===== config.mk =====
export PLATFORM = sky130hd
export DESIGN_NAME = pwm_fade_ctrl_flat
export DESIGN_NICKNAME = d
export VERILOG_FILES = /design/src/rtl/pwm_pkg.sv /design/src/rtl/pwm_fade_ctrl_if.sv /design/src/rtl/pwm_rr_pick.sv /design/src/rtl/pwm_fade_ctrl.sv /design/src/flat_wrapper.sv
export SDC_FILE = /design/constraint.sdc
export NUM_CORES = 1
export LEC_CHECK = 0
export ABC_AREA = 0
export CORE_MARGIN = 10
export CORE_UTILIZATION = 25
export CTS_BUF_LIST = sky130_fd_sc_hd__clkbuf_8
export DETAILED_ROUTE_END_ITERATION = 8
export HOLD_SLACK_MARGIN = 0.08
export PLACE_DENSITY = 0.35
export SLEW_MARGIN = 20
export SYNTH_ARGS = -nofsm -noshare
export SYNTH_HDL_FRONTEND = slang
export SYNTH_SLANG_ARGS = --single-unit

===== constraint.sdc =====
create_clock -name clk -period 24.6 [get_ports clk]
set_input_delay 4.92 -clock clk [delete_from_list [all_inputs] [get_ports clk]]
set_output_delay 4.92 -clock clk [all_outputs]
set_load 0.005 [all_outputs]

===== src/rtl/pwm_pkg.sv =====
// pwm_fade_ctrl shared definitions.
// Address maps and the per-step fade arithmetic.
package pwm_pkg;

  localparam int PWM_NCH = 8;

  localparam logic [4:0] HA_TGT   = 5'h00;
  localparam logic [4:0] HA_SHIFT = 5'h08;
  localparam logic [4:0] HA_STEP  = 5'h10;
  localparam logic [4:0] HA_DIVL  = 5'h18;
  localparam logic [4:0] HA_DIVH  = 5'h19;

  localparam logic [3:0] PA_THRESH = 4'h0;
  localparam logic [3:0] PA_SHIFT  = 4'h8;

  typedef enum logic [1:0] {
    HR_TGT   = 2'd0,
    HR_SHIFT = 2'd1,
    HR_STEP  = 2'd2,
    HR_CFG   = 2'd3
  } host_rgn_e;

  // One fade step toward tgt, clamped; stp==0 jumps straight to tgt.
  function automatic logic [7:0] fade_next(
    input logic [7:0] cur,
    input logic [7:0] tgt,
    input logic [7:0] stp
  );
    logic [8:0] up;
    logic [7:0] nxt;
    up  = {1'b0, cur} + {1'b0, stp};
    nxt = tgt;
    if (stp != 8'd0) begin
      if (cur < tgt)
        nxt = (up >= {1'b0, tgt}) ? tgt : up[7:0];
      else if (cur > tgt)
        nxt = (stp >= (cur - tgt)) ? tgt : (cur - stp);
    end
    return nxt;
  endfunction

endpackage


===== src/rtl/pwm_fade_ctrl_if.sv =====
// pwm_fade_ctrl bus bundle.
// Host write handshake plus the pwm core write port.
interface pwm_fade_ctrl_if;
  logic       host_valid;
  logic       host_ready;
  logic [4:0] host_addr;
  logic [7:0] host_data;
  logic [3:0] pwm_addr;
  logic [7:0] pwm_data;
  logic       pwm_we;

  modport master (
    output host_valid, host_addr, host_data,
    input  host_ready, pwm_addr, pwm_data, pwm_we
  );

  modport slave (
    input  host_valid, host_addr, host_data,
    output host_ready, pwm_addr, pwm_data, pwm_we
  );
endinterface


===== src/rtl/pwm_rr_pick.sv =====
// Round-robin picker over 8 requests.
// First set bit at or above ptr, wrapping mod 8.
module pwm_rr_pick (
  input  logic [7:0] req_i,
  input  logic [2:0] ptr_i,
  output logic       found_o,
  output logic [2:0] idx_o
);

  // Scan from the farthest offset down so the nearest one wins.
  always_comb begin
    found_o = 1'b0;
    idx_o   = ptr_i;
    for (int k = 7; k >= 0; k--) begin
      if (req_i[ptr_i + 3'(k)]) begin
        found_o = 1'b1;
        idx_o   = ptr_i + 3'(k);
      end
    end
  end

endmodule


===== src/rtl/pwm_fade_ctrl.sv =====
// Fade sequencer between host bus and pwm write port.
// Ramps thresholds on prescaler ticks, one write per clock.
module pwm_fade_ctrl
  import pwm_pkg::*;
#(
  parameter int NCH     = PWM_NCH,
  parameter int PRESC_W = 16
) (
  input  logic            clk,
  input  logic            rst_n,
  pwm_fade_ctrl_if.slave  bus,
  output logic            settled,
  output logic            settle_irq
);

  logic                    rdy_q;
  logic [PRESC_W-1:0]      cnt_q, cnt_d;
  logic [PRESC_W-1:0]      div_q, div_d;
  logic [NCH-1:0][7:0]     cur_q, cur_d;
  logic [NCH-1:0][7:0]     tgt_q, tgt_d;
  logic [NCH-1:0][7:0]     step_q, step_d;
  logic [NCH-1:0]          pend_q, pend_d;
  logic [2:0]              rr_q;
  logic                    we_q;
  logic [3:0]              addr_q;
  logic [7:0]              data_q;
  logic                    settled_q, settled_d;
  logic                    irq_q;

  logic       acc;
  host_rgn_e  rgn;
  logic [2:0] ch_h;
  logic       wr_tgt, wr_shift, wr_step, wr_divl, wr_divh;
  logic       cnt_clr, tick;
  logic       pk_found, pk_go, pk_wr;
  logic [2:0] pk_idx;
  logic [7:0] pk_cur, pk_tgt, pk_nxt;

  assign acc      = bus.host_valid & rdy_q;
  assign rgn      = host_rgn_e'(bus.host_addr[4:3]);
  assign ch_h     = bus.host_addr[2:0];
  assign wr_tgt   = acc && (rgn == HR_TGT);
  assign wr_shift = acc && (rgn == HR_SHIFT);
  assign wr_step  = acc && (rgn == HR_STEP);
  assign wr_divl  = acc && (bus.host_addr == HA_DIVL);
  assign wr_divh  = acc && (bus.host_addr == HA_DIVH);

  // Divider update; shrinking below the count restarts it quietly.
  always_comb begin
    div_d = div_q;
    if (wr_divl) div_d[7:0] = bus.host_data;
    if (wr_divh) div_d[PRESC_W-1:8] = (PRESC_W-8)'(bus.host_data);
  end

  assign cnt_clr = (wr_divl | wr_divh) && (div_d < cnt_q);
  assign tick    = (cnt_q == div_q) && !cnt_clr;
  assign cnt_d   = (tick | cnt_clr) ? '0 : cnt_q + PRESC_W'(1);

  pwm_rr_pick u_pick (
    .req_i   (pend_q),
    .ptr_i   (rr_q),
    .found_o (pk_found),
    .idx_o   (pk_idx)
  );

  assign pk_go  = pk_found & ~wr_shift;
  assign pk_cur = cur_q[pk_idx];
  assign pk_tgt = tgt_q[pk_idx];
  assign pk_nxt = fade_next(pk_cur, pk_tgt, step_q[pk_idx]);
  assign pk_wr  = pk_go && (pk_cur != pk_tgt);

  // Channel state next values: pick, tick, then host register writes.
  always_comb begin
    cur_d     = cur_q;
    tgt_d     = tgt_q;
    step_d    = step_q;
    pend_d    = pend_q;
    settled_d = 1'b1;
    if (pk_wr) cur_d[pk_idx] = pk_nxt;
    if (pk_go) pend_d[pk_idx] = 1'b0;
    for (int i = 0; i < NCH; i++) begin
      if (tick && (cur_d[i] != tgt_q[i])) pend_d[i] = 1'b1;
    end
    if (wr_tgt)  tgt_d[ch_h]  = bus.host_data;
    if (wr_step) step_d[ch_h] = bus.host_data;
    for (int i = 0; i < NCH; i++) begin
      if (cur_d[i] != tgt_d[i]) settled_d = 1'b0;
    end
    if (pend_d != '0) settled_d = 1'b0;
  end

  // Prescaler, channel registers, scheduler pointer and status.
  always_ff @(posedge clk or negedge rst_n) begin
    if (!rst_n) begin
      rdy_q     <= 1'b0;
      cnt_q     <= '0;
      div_q     <= '1;
      cur_q     <= '0;
      tgt_q     <= '0;
      step_q    <= {NCH{8'd1}};
      pend_q    <= '0;
      rr_q      <= 3'd0;
      settled_q <= 1'b1;
      irq_q     <= 1'b0;
    end else begin
      rdy_q     <= 1'b1;
      cnt_q     <= cnt_d;
      div_q     <= div_d;
      cur_q     <= cur_d;
      tgt_q     <= tgt_d;
      step_q    <= step_d;
      pend_q    <= pend_d;
      if (pk_go) rr_q <= pk_idx + 3'd1;
      settled_q <= settled_d;
      irq_q     <= settled_d & ~settled_q;
    end
  end

  // pwm port: passthrough first, else the fade pick.
  always_ff @(posedge clk or negedge rst_n) begin
    if (!rst_n) begin
      we_q   <= 1'b0;
      addr_q <= 4'd0;
      data_q <= 8'd0;
    end else if (wr_shift) begin
      we_q   <= 1'b1;
      addr_q <= PA_SHIFT | {1'b0, ch_h};
      data_q <= bus.host_data;
    end else if (pk_wr) begin
      we_q   <= 1'b1;
      addr_q <= PA_THRESH | {1'b0, pk_idx};
      data_q <= pk_nxt;
    end else begin
      we_q   <= 1'b0;
    end
  end

  assign bus.host_ready = rdy_q;
  assign bus.pwm_we     = we_q;
  assign bus.pwm_addr   = addr_q;
  assign bus.pwm_data   = data_q;
  assign settled        = settled_q;
  assign settle_irq     = irq_q;

endmodule


===== src/flat_wrapper.sv =====
// flat-port wrapper written by rule: the top's interface ports become plain ports
module pwm_fade_ctrl_flat import pwm_pkg::*;
#(
  parameter int NCH     = PWM_NCH,
  parameter int PRESC_W = 16
)
  (clk, rst_n, settled, settle_irq, bus_host_valid, bus_host_addr, bus_host_data, bus_host_ready, bus_pwm_addr, bus_pwm_data, bus_pwm_we);
  pwm_fade_ctrl_if bus_i ();
  input  logic clk;
  input  logic rst_n;
  output logic settled;
  output logic settle_irq;
  input wire logic [$bits(bus_i.host_valid)-1:0] bus_host_valid;
  input wire logic [$bits(bus_i.host_addr)-1:0] bus_host_addr;
  input wire logic [$bits(bus_i.host_data)-1:0] bus_host_data;
  output wire logic [$bits(bus_i.host_ready)-1:0] bus_host_ready;
  output wire logic [$bits(bus_i.pwm_addr)-1:0] bus_pwm_addr;
  output wire logic [$bits(bus_i.pwm_data)-1:0] bus_pwm_data;
  output wire logic [$bits(bus_i.pwm_we)-1:0] bus_pwm_we;
  assign bus_i.host_valid = bus_host_valid;
  assign bus_i.host_addr = bus_host_addr;
  assign bus_i.host_data = bus_host_data;
  assign bus_host_ready = bus_i.host_ready;
  assign bus_pwm_addr = bus_i.pwm_addr;
  assign bus_pwm_data = bus_i.pwm_data;
  assign bus_pwm_we = bus_i.pwm_we;
  pwm_fade_ctrl #(.NCH(NCH), .PRESC_W(PRESC_W)) u_core (.clk(clk), .rst_n(rst_n), .bus(bus_i), .settled(settled), .settle_irq(settle_irq));
endmodule

==> flow_summary.toml <==
[run_status]
status = "finished clean"

[route]
dr.pass1.iters = 6
drt-total-wl_microns = 91400
drtAntennaViolNets = 0
vias_per_cell = 5.61
route.vias.total = 17100
drt_iter0_drc = 1873
wl_per_cell_microns = 30.1
drc = 0

[timing]
setup_ws_ns = 12.39
setup-violations-final = 0
period_share_pct = 49.6
max_freq_ghz = 0.0819
rsz0062_at_grt = "false"
hold_viol_final = 0
worst_slew_pin_slew_ns = 1.14
clock_skew_ns = 0.0335
maxSlewViolCount = 0
finalSetupTns_ns = 0
fin_crit_ns = 12.21
timing.slew.headroom_pct = 23.4

[place]
dp_slack_ns = 12.43
numPlacedInstances = 2948
dp_hpwl_microns = 67800
io_buffers = 31
globalplace.congestion = 0.971

[clock_tree]
cts-buffers-inserted = 50
clock_sinks = 251
clk_path_buf_depth = 3
cts_setup_buffers = 0
cts_tree = "built"
path_clk_slew_ns = 0.06
hold_buffers = 0
h-tree-depth = 2
insertion_delay_ns = 0.65
cts-resized-gates = 0
clock-root-buffer = "clkbuf_8"

[hold_path]
hp-start = "u_core.step_q[44]"
min_to = "u_core.step_q[44]"
hp-class = "reg2reg"
worstHoldPathCells = 1

[cells_and_area]
fin_nets = 2118
layout_common_cells = "dfrtp_1, nand2_1, o21ai_0"
finalNonFillerCells = 3041
area_growth_pct = 13.6
fin_util_pct = 28.8
drive_gt1_share_pct = 16.5
final_common_cell = "dfrtp_1"

[setup_path]
arrival_ns = 12.78
cp_max_fo = 53
crit_path_end_kind = "register"
r2r_cells = 32
crit_path_top_delay_cell = "a22oi_4"
cpPeakStageDelay_ns = 1.04
critical_path_required_ns = 25.16
rr_endpoint = "u_core.settle_irq"
worstSetupPathType = "reg2reg"
start_kind = "register"
rrSetupSlack_ns = 12.39
r2r_start = "u_core.rr_q[1]"

[yosys]
yosys.area_share.simple_pct = 14.8
synth_mux_area_share_pct = 14.0
synth_cells = 2028
synth_edf_count = 0
synth-seq-area-share_pct = 34.0
synth-seq-cells = 251
synth_xor_area_share_pct = 8.76
yosysWarnings = 0
syn_nets = 2105
synth-compound-area-share_pct = 19.2
synth_top_family_by_area = "compound AO/OA/AOI/OAI gates"
async_flop_share_pct = 100
ys_types = 97
synth_adder_area_share_pct = 4.23
synth_area_sq_mm = 0.0186
syn-mean-instance-area_sq_um = 9.16
synthFlopType = "dfrtp_1"

[floorplan]
ioPinCount = 32
core_sq_mm = 0.0733
die_width_microns = 293
fp-row-count = 99
dieHeight_microns = 293
die-area_sq_mm = 0.0856
initial_core_util_pct = 25.3

[global_routing]
grt_start_max_net_pins = 73
grt-ovfl-total = 0
grt.total_usage_pct = 20.8
grt_pass1_wl_microns = 131000
antenna_found_initial = 5
grt_pass1_vias = 17100

[run]
cap_viol_max_count = 0
state kept, by name (all words and copies together), names as in the netlist:
| signal | count |
|---|---|
| u_core.step_q | 64 |
| u_core.bus.pwm_we | 1 |
| u_core.pend_q | 8 |
| u_core.cur_q | 64 |
| u_core.rr_q | 3 |
| u_core.cnt_q | 16 |
| u_core.bus.host_ready | 1 |
| u_core.tgt_q | 64 |
| u_core.bus.pwm_addr | 4 |
| u_core.settle_irq | 1 |
| u_core.div_q | 16 |
| u_core.bus.pwm_data | 8 |
| u_core.settled | 1 |
Yosys cell counts, types with 13 or more instances:
cell type  count  share of area, %
clkbuf_1      87               1.8
mux2_2       114               6.9
xnor2_1      127               6.0
a21oi_1       64               1.7
a31oi_1       25              0.84
inv_1        101               2.0
nor3_1        48               1.3
or3_1         15              0.50
nor2_1       111               2.2
o21a_1        16              0.65
and3_1        16              0.54
nand3_1       72               1.9
dfrtp_1      226                30
o21ai_0      134               3.6
nand2_1      203               4.1
nand2b_1      13              0.44
a211oi_1      15              0.61
buf_2         22              0.59
a22o_1        14              0.66
o31ai_1       15              0.61
mux4_2        27               3.3
xor2_1        57               2.7
nor4_1        16              0.54
nand4_1       34               1.1
dfstp_2       25               3.5
a21o_1        17              0.69
o22ai_1       32               1.1
ha_1          58               3.9
mux2i_1       69               3.7
how the worst max path moves through the flow:
stage                   startpoint                end  cells after the start
finish              u_core.rr_q[1]  u_core.settle_irq                     32
global route        u_core.rr_q[1]  u_core.settle_irq                     34
CTS                 u_core.rr_q[1]  u_core.settle_irq                     32
detailed placement  u_core.rr_q[1]  u_core.settle_irq                     32
global placement    u_core.rr_q[1]  u_core.settle_irq                     31
floorplan           u_core.rr_q[0]  u_core.settle_irq                     40
per-layer routing:
metal	track usage [%]	share of wire, %
met1	28.8	46
met2	31.5	43
met3	3.46	6.8
met4	8.74	4.7
met5	0	0.033
metrics by stage:
step           cell area, sq um  hold WS [ns]
2_1_floorplan             18600         0.472
3_3_place_gp              20100         0.486
3_5_place_dp              20100         0.492
4_1_cts                   21100         0.504
5_1_grt                   21100         0.517
6_report                  21100         0.501
cell type report:
type / count / area [sq um]
fillers: 7904 / 52200
multi-input cells: 1544 / 11400
flip-flops and latches: 251 / 6310
well taps: 959 / 1200
clock buffers: 63 / 867
repair buffers: 91 / 766
inverters: 103 / 387
clock inverters: 28 / 151
diodes: 2 / 5.00
critical path, delay by kind of cell, from the launching register on:
family	cells	cell delay, ns
AOI/OAI and AO/OA	15	5.06
xor gates and xnor gates	1	0.13
adders and majority gates	3	1.33
buffers and inverters	2	1.07
DFF	1	0.75
muxes	1	0.41
and+or+nand+nor	10	3.22
cells by family after synthesis:
| group | after synthesis |
|---|---|
| AOI/OAI and AO/OA | 508 |
| xor gates and xnor gates | 185 |
| adders and majority gates | 61 |
| buffers and inverters | 233 |
| DFF | 251 |
| muxes | 211 |
| other | 1 |
| and+or+nand+nor | 578 |
Power is not shown: default switching activity piles up to over one toggle a cycle in this logic, so the estimate is an artifact.
